File: src/rtl/muldiv_unit.sv
// Iterative multiply/divide unit feeding the architectural HI/LO registers.
// One shift-add (multiply) or restoring shift-subtract (divide) step per cycle.
module muldiv_unit #(
  parameter int DATA_WIDTH = 32
) (
  input  logic                  clk,
  input  logic                  rst,
  input  logic                  MD_start,
  input  logic [1:0]            MD_op,
  input  logic [DATA_WIDTH-1:0] MD_operand_a,
  input  logic [DATA_WIDTH-1:0] MD_operand_b,
  input  logic                  MD_hi_we,
  input  logic                  MD_lo_we,
  input  logic [DATA_WIDTH-1:0] MD_wdata,
  output logic                  MD_busy,
  output logic                  MD_done,
  output logic                  MD_div_by_zero,
  output logic [DATA_WIDTH-1:0] MD_hi,
  output logic [DATA_WIDTH-1:0] MD_lo
);

  // state    | meaning
  // S_IDLE   | waiting for MD_start; MTHI/MTLO honoured
  // S_RUN    | DATA_WIDTH iteration steps, counter counts down to 0
  // S_FINISH | sign fix-up, HI/LO written, done pulse follows
  localparam int W  = DATA_WIDTH;
  localparam int CW = $clog2(W);

  typedef enum logic [1:0] {
    S_IDLE   = 2'd0,
    S_RUN    = 2'd1,
    S_FINISH = 2'd2
  } state_t;

  state_t          state_q, state_d;
  logic [CW-1:0]   cnt_q, cnt_d;
  logic [1:0]      op_q, op_d;
  logic            a_neg_q, a_neg_d, b_neg_q, b_neg_d;
  logic [W-1:0]    a_mag_q, a_mag_d, b_mag_q, b_mag_d;
  logic [2*W-1:0]  acc_q, acc_d;
  logic [W:0]      rem_q, rem_d;
  logic [W-1:0]    hi_q, hi_d, lo_q, lo_d;
  logic            done_q, done_d, dbz_q, dbz_d;

  logic            start_signed;
  logic [W-1:0]    in_a_mag, in_b_mag;
  logic            op_signed, is_div;
  logic [W:0]      mul_sum;
  logic [W+1:0]    rem_sh, rem_diff;
  logic            quo_bit;
  logic [2*W-1:0]  prod_fix;
  logic [W-1:0]    quo_fix, rmd_fix, a_raw;

  assign start_signed = ~MD_op[0];
  assign in_a_mag = (start_signed && MD_operand_a[W-1]) ? -MD_operand_a : MD_operand_a;
  assign in_b_mag = (start_signed && MD_operand_b[W-1]) ? -MD_operand_b : MD_operand_b;

  assign op_signed = ~op_q[0];
  assign is_div    = op_q[1];

  // Multiply: acc = {partial product, remaining multiplier bits}.
  assign mul_sum = {1'b0, acc_q[2*W-1:W]} + {1'b0, (acc_q[0] ? a_mag_q : {W{1'b0}})};

  // Divide: acc low half shifts dividend out and quotient bits in.
  assign rem_sh   = {rem_q, acc_q[W-1]};
  assign rem_diff = rem_sh - {2'b00, b_mag_q};
  assign quo_bit  = ~rem_diff[W+1];

  assign prod_fix = (op_signed && (a_neg_q ^ b_neg_q)) ? -acc_q : acc_q;
  assign quo_fix  = (op_signed && (a_neg_q ^ b_neg_q)) ? -acc_q[W-1:0] : acc_q[W-1:0];
  assign rmd_fix  = (op_signed && a_neg_q) ? -rem_q[W-1:0] : rem_q[W-1:0];
  assign a_raw    = (op_signed && a_neg_q) ? -a_mag_q : a_mag_q;

  always_comb begin
    state_d = state_q;
    cnt_d   = cnt_q;
    op_d    = op_q;
    a_neg_d = a_neg_q;
    b_neg_d = b_neg_q;
    a_mag_d = a_mag_q;
    b_mag_d = b_mag_q;
    acc_d   = acc_q;
    rem_d   = rem_q;
    hi_d    = hi_q;
    lo_d    = lo_q;
    done_d  = 1'b0;
    dbz_d   = dbz_q;
    case (state_q)
      S_IDLE: begin
        if (MD_hi_we) hi_d = MD_wdata;
        if (MD_lo_we) lo_d = MD_wdata;
        if (MD_start) begin
          state_d = S_RUN;
          cnt_d   = CW'(W - 1);
          op_d    = MD_op;
          a_neg_d = MD_operand_a[W-1];
          b_neg_d = MD_operand_b[W-1];
          a_mag_d = in_a_mag;
          b_mag_d = in_b_mag;
          acc_d   = MD_op[1] ? {{W{1'b0}}, in_a_mag} : {{W{1'b0}}, in_b_mag};
          rem_d   = '0;
          dbz_d   = 1'b0;
        end
      end
      S_RUN: begin
        if (is_div) begin
          acc_d = {acc_q[2*W-1:W], acc_q[W-2:0], quo_bit};
          rem_d = quo_bit ? rem_diff[W:0] : rem_sh[W:0];
        end else begin
          acc_d = {mul_sum, acc_q[W-1:1]};
        end
        if (cnt_q == '0) state_d = S_FINISH;
        else             cnt_d   = cnt_q - CW'(1);
      end
      S_FINISH: begin
        state_d = S_IDLE;
        done_d  = 1'b1;
        if (!is_div) begin
          {hi_d, lo_d} = prod_fix;
        end else if (b_mag_q == '0) begin
          hi_d  = a_raw;
          lo_d  = '1;
          dbz_d = 1'b1;
        end else begin
          hi_d = rmd_fix;
          lo_d = quo_fix;
        end
      end
      default: state_d = S_IDLE;
    endcase
  end

  always_ff @(posedge clk or posedge rst) begin
    if (rst) begin
      state_q <= S_IDLE;
      cnt_q   <= '0;
      op_q    <= '0;
      a_neg_q <= 1'b0;
      b_neg_q <= 1'b0;
      a_mag_q <= '0;
      b_mag_q <= '0;
      acc_q   <= '0;
      rem_q   <= '0;
      hi_q    <= '0;
      lo_q    <= '0;
      done_q  <= 1'b0;
      dbz_q   <= 1'b0;
    end else begin
      state_q <= state_d;
      cnt_q   <= cnt_d;
      op_q    <= op_d;
      a_neg_q <= a_neg_d;
      b_neg_q <= b_neg_d;
      a_mag_q <= a_mag_d;
      b_mag_q <= b_mag_d;
      acc_q   <= acc_d;
      rem_q   <= rem_d;
      hi_q    <= hi_d;
      lo_q    <= lo_d;
      done_q  <= done_d;
      dbz_q   <= dbz_d;
    end
  end

  assign MD_busy        = (state_q != S_IDLE);
  assign MD_done        = done_q;
  assign MD_div_by_zero = dbz_q;
  assign MD_hi          = hi_q;
  assign MD_lo          = lo_q;

endmodule

File: config.mk
export PLATFORM = sky130hd
export DESIGN_NAME = muldiv_unit
export DESIGN_NICKNAME = d
export VERILOG_FILES = /design/src/rtl/muldiv_unit.sv
export SDC_FILE = /design/constraint.sdc
export NUM_CORES = 1
export LEC_CHECK = 0
export ABC_AREA = 0
export CAP_MARGIN = 15
export CORE_AREA = 3 3 218 220
export DETAILED_ROUTE_END_ITERATION = 8
export DIE_AREA = 0 0 221 223
export PLACE_DENSITY = 0.62
export SETUP_SLACK_MARGIN = 0.3
export SLEW_MARGIN = 30
export SYNTH_ARGS = -nofsm -noshare
export SYNTH_HDL_FRONTEND = slang
export SYNTH_SLANG_ARGS = --single-unit
File: constraint.sdc
create_clock -name clk -period 21.5 [get_ports clk]
set_input_delay 2.15 -clock clk [delete_from_list [all_inputs] [get_ports clk]]
set_output_delay 2.15 -clock clk [all_outputs]
set_load 0.01 [all_outputs]
==> impl_summary.md <==
Setup path
In this run the critical register-to-register path is captured at acc_q[61]. The critical path ends at acc_q[27]. Data on the critical path arrives at its endpoint at 5.33 ns. Of all nets on the critical path, the largest fanout is 5. Data on the critical path is required at its endpoint by 21.91 ns. The launching instance or port of the critical path is MD_operand_a[3].

STA classifies the critical path endpoint as a flip-flop. The type of the worst setup path is in -> reg. Counting cells, the worst reg-to-reg path comes to 15. The slack of the worst reg-to-reg path is 17.52 ns.

The worst setup path is launched from an input pin. The reg-to-reg startpoint is acc_q[0].

Clocking
The clock root buffer is sky130_fd_sc_hd__clkbuf_16. The post-CTS setup repair buffer count is 0. After clock tree synthesis, the clock-pin slew on the worst setup and hold paths is 0.06 ns. In this run, post-CTS hold repair placed 0 buffers. CTS built an H-tree with a depth of 1. The number of clock buffers added by TritonCTS is 29.

The clock drives 238 sinks. TritonCTS built the clock tree. The clock reaches the later pin of the worst-skew pair after 0.60 ns.

The quantity of gates resized following cts is 0. The maximum buffer depth of the clock tree is 3.

Pwr
Of the total power, the clock network draws 0.142. The internal power component is 1.91 mW. The power per unit of standard cell area is 175 nW/um2. Of the total power, the share spent switching nets is 0.493. Across the VDD grid, the largest voltage drop is 0.0841 mV. Summed over all nets, the switching power comes to 1.85 mW. Overall power consumption after layout is estimated at 3.76 mW.

The share of total power dissipated in combinational logic is 0.588. The cell leakage power is 8.85 nW. Of the total power, registers draw 0.270.

Timing
After routing, the total negative slack on setup checks comes to 0 ns. The period utilization is 0.229. The hold violation count in the final report came to 0. The worst hold margin is 0.476 ns. The number of failing setup endpoints in the final timing report is 0.

For the final database, setup skew stands at 0.0435 ns. The worst slew slack as a fraction of its limit is 0.326. For the finished layout, the period the worst path requires is 4.92 ns. Setup repair after global routing left no endpoint under its margin. Timing would allow up to 0.203 GHz.

The transition time at the pin with the least slew margin is 1.01 ns. The total count of max-transition violations in the final report is 0.

Yosys
The post-synth design cell area is 18,300 um2. The sequential fraction of the synthesis area is 0.325. The number of standard cells after synthesis is 2,274. The biggest area consumer among synthesized cells is sky130_fd_sc_hd__dfrtp_1. After synthesis the netlist holds a flip-flop and latch count of 238. After synthesis, the cell types taking the most area are sky130_fd_sc_hd__dfrtp_1, sky130_fd_sc_hd__o21ai_0, sky130_fd_sc_hd__nand2_1. The number of nets handed over by synthesis was 2,450. For this run, the number of Yosys warnings is 0. For this run, the leading register cell type out of synthesis is sky130_fd_sc_hd__dfrtp_1. The number of synthesized flops with an enable pin is 0.

In the synthesized netlist the async set-or-reset flop fraction comes to 1.00. The share of synthesized area in the top cell type comes to 0.325. The average footprint of a synthesized cell is 8.05 um2. The number of distinct library cells after synthesis is 80.

Route
The final layout contains routed wiring with a total length of 69,800 um. The initial detailed-routing violation count is 2,052. The count of nets left with antenna violations once routing finished came out at 0.

The number of design rule violations left after detail routing is 0. The final route contains 18.0k vias. For this run, the detailed router's first-pass iteration total came to 5. In the final routed layout, each cell accounts on average for 23.3 um. In the routed layout, each cell is associated on average with a via count of 6.02.

Die
The die boundary width is 221 um. The die covers 49,300 um2. The I/O pin count is 170. The effective utilization at floorplan is 0.403. The core region is 45,500 um2.

The die outline height is 223 um. In this run the core area contains 78 standard-cell rows.

GRT
The maximum number of pins on one net before global-route repair is 102. The total track usage is 0.272. The via count of the first global-routing pass came to 16.8k.

The sum of overflow across all layers after global routing is 0. The first global-routing pass estimated 105,000 um of wire. The number of antenna violations at the first check in global routing is 2.

Layout
After filler insertion, the fill cell instance count of the layout stands at 4,481. The total number of nets in the final design is 2,546. The multi-input gate area in the final layout is 11,700 um2. In the final layout, the share of cells above drive strength 1 is 0.0501. The area taken by flip-flops and latches is 5960 um2. Compared with the post-synthesis result, the final layout area differs by 17.6%.

Place
The final HPWL from detailed placement is 53,400 um. At the end of routability-driven placement, the weighted congestion stood at 0.962. During placement, the flow inserted port buffers numbering 169.

Run status
The run finished with clean final reports.

Job
The max-capacitance violation count is 0.

Min path
The tightest min-delay check is of the reg -> reg type.
==> final cells by class <==
| cell class | count | share of cell area |
|---|---|---|
| antenna | 1 | 0.000116 |
| timing repair buffer | 191 | 0.0871 |
| tap | 600 | 0.0349 |
| multi-input combinational | 1838 | 0.541 |
| clock buffer | 38 | 0.0371 |
| inverter | 72 | 0.0129 |
| clock inverter | 16 | 0.0102 |
| sequential | 238 | 0.277 |
==> worst min-delay path by stage <==
| stage | startpoint | to | depth (start not counted) | slack, ns |
|---|---|---|---|---|
| floorplan | b_neg_q | b_neg_q | 2 | 0.47 |
| global placement | MD_lo[2] | MD_lo[2] | 2 | 0.46 |
| detailed placement | MD_hi[5] | MD_hi[5] | 2 | 0.47 |
| CTS | MD_hi[5] | MD_hi[5] | 2 | 0.48 |
| global route | MD_lo[0] | MD_lo[0] | 1 | 0.50 |
| finish | MD_lo[7] | MD_lo[7] | 2 | 0.48 |
==> synth_stat cells, types with 15 or more instances <==
cell type                  instances
sky130_fd_sc_hd__a221oi_1         17
sky130_fd_sc_hd__o41ai_1          15
sky130_fd_sc_hd__a31oi_1          20
sky130_fd_sc_hd__nand2b_1         31
sky130_fd_sc_hd__nor4_1           22
sky130_fd_sc_hd__o21ai_0         275
sky130_fd_sc_hd__or4_1            20
sky130_fd_sc_hd__nand2_1         295
sky130_fd_sc_hd__inv_1            72
sky130_fd_sc_hd__nor3_1           40
sky130_fd_sc_hd__nor2_1          183
sky130_fd_sc_hd__clkbuf_1        107
sky130_fd_sc_hd__a21oi_1         170
sky130_fd_sc_hd__and2_1           37
sky130_fd_sc_hd__ha_1             71
sky130_fd_sc_hd__o31ai_1          34
sky130_fd_sc_hd__o211ai_1         24
sky130_fd_sc_hd__xor2_1          107
sky130_fd_sc_hd__mux2i_1          52
sky130_fd_sc_hd__nand3_1          30
sky130_fd_sc_hd__a211oi_1         59
sky130_fd_sc_hd__a21o_1           26
sky130_fd_sc_hd__dfrtp_1         238
sky130_fd_sc_hd__xnor2_1         124
==> logic make-up after synthesis <==
group                    synth area share
flip-flops                          0.325
XOR/XNOR                            0.110
AO/OA/AOI/OAI                       0.252
adder cells (fa/ha/maj)            0.0507
AND/OR/NAND/NOR                     0.191
multiplexers                       0.0297
buffers and inverters              0.0415
==> flip-flops by register name, summed over array words and instances (netlist names), 2 cells and up <==
name and flops:
MD_lo 32, b_mag_q 32, cnt_q 5, op_q 2
rem_q 33, a_mag_q 32, acc_q 64, MD_hi 32
state_q 2
==> cells in the final DEF (no fill, tap or decap), types with 22 or more instances in the layout <==
master | synthesis | routed
sky130_fd_sc_hd__o21ai_0 | 275 | 275
sky130_fd_sc_hd__xnor2_1 | 124 | 124
sky130_fd_sc_hd__a21oi_1 | 170 | 170
sky130_fd_sc_hd__clkbuf_16 | 0 | 29
sky130_fd_sc_hd__nor4_1 | 22 | 22
sky130_fd_sc_hd__clkdlybuf4s50_1 | 0 | 168
sky130_fd_sc_hd__nor2_1 | 183 | 181
sky130_fd_sc_hd__dfrtp_1 | 238 | 237
sky130_fd_sc_hd__xor2_1 | 107 | 107
sky130_fd_sc_hd__nor3_1 | 40 | 39
sky130_fd_sc_hd__a21o_1 | 26 | 26
sky130_fd_sc_hd__nand2b_1 | 31 | 28
sky130_fd_sc_hd__ha_1 | 71 | 71
sky130_fd_sc_hd__a211oi_1 | 59 | 59
sky130_fd_sc_hd__nand3_1 | 30 | 30
sky130_fd_sc_hd__and2_1 | 37 | 37
sky130_fd_sc_hd__o211ai_1 | 24 | 24
sky130_fd_sc_hd__nand2_1 | 295 | 294
sky130_fd_sc_hd__inv_1 | 72 | 71
sky130_fd_sc_hd__mux2i_1 | 52 | 52
sky130_fd_sc_hd__o31ai_1 | 34 | 34
==> layer usage <==
layer | vias to the layer above | global-route usage | share of wire
li1 | 8362 | - | -
met1 | 8640 | 0.395 | 0.45
met2 | 890 | 0.417 | 0.43
met3 | 127 | 0.0389 | 0.086
met4 | 0 | 0.0899 | 0.037
met5 | - | 0 | 0
==> worst max-delay path, cell delays in order <==
cell and delay [ns]:
sky130_fd_sc_hd__clkdlybuf4s50_1 0.47, sky130_fd_sc_hd__or4_1 0.60, sky130_fd_sc_hd__nor4b_1 0.70, sky130_fd_sc_hd__nand2_1 0.33, sky130_fd_sc_hd__o31ai_1 0.52, sky130_fd_sc_hd__xor2_1 0.22
sky130_fd_sc_hd__nand2_1 0.08, sky130_fd_sc_hd__o21ai_0 0.12, sky130_fd_sc_hd__o221ai_1 0.15
==> through the flow <==
stage,setup WS [ns],area [um2],instances,util
6_report,16.58,21500,2994,0.474
5_1_grt,16.25,21500,2993,0.473
4_1_cts,16.60,21500,2992,0.473
3_5_place_dp,16.03,20500,2938,0.450
3_3_place_gp,16.16,20500,2938,0.450
2_1_floorplan,12.82,18300,2274,-
==> power by group through the flow <==
stage / Combinational (mW) / Sequential [mW] / Clock (mW)
floorplan: 1.54 / 0.871 / 0
global placement: 2.13 / 1.00 / 0
detailed placement: 2.17 / 1.01 / 0
CTS: 2.18 / 1.00 / 0.541
global route: 2.42 / 1.03 / 0.556
finish: 2.21 / 1.02 / 0.533
Power figures use the tool's default switching activity.
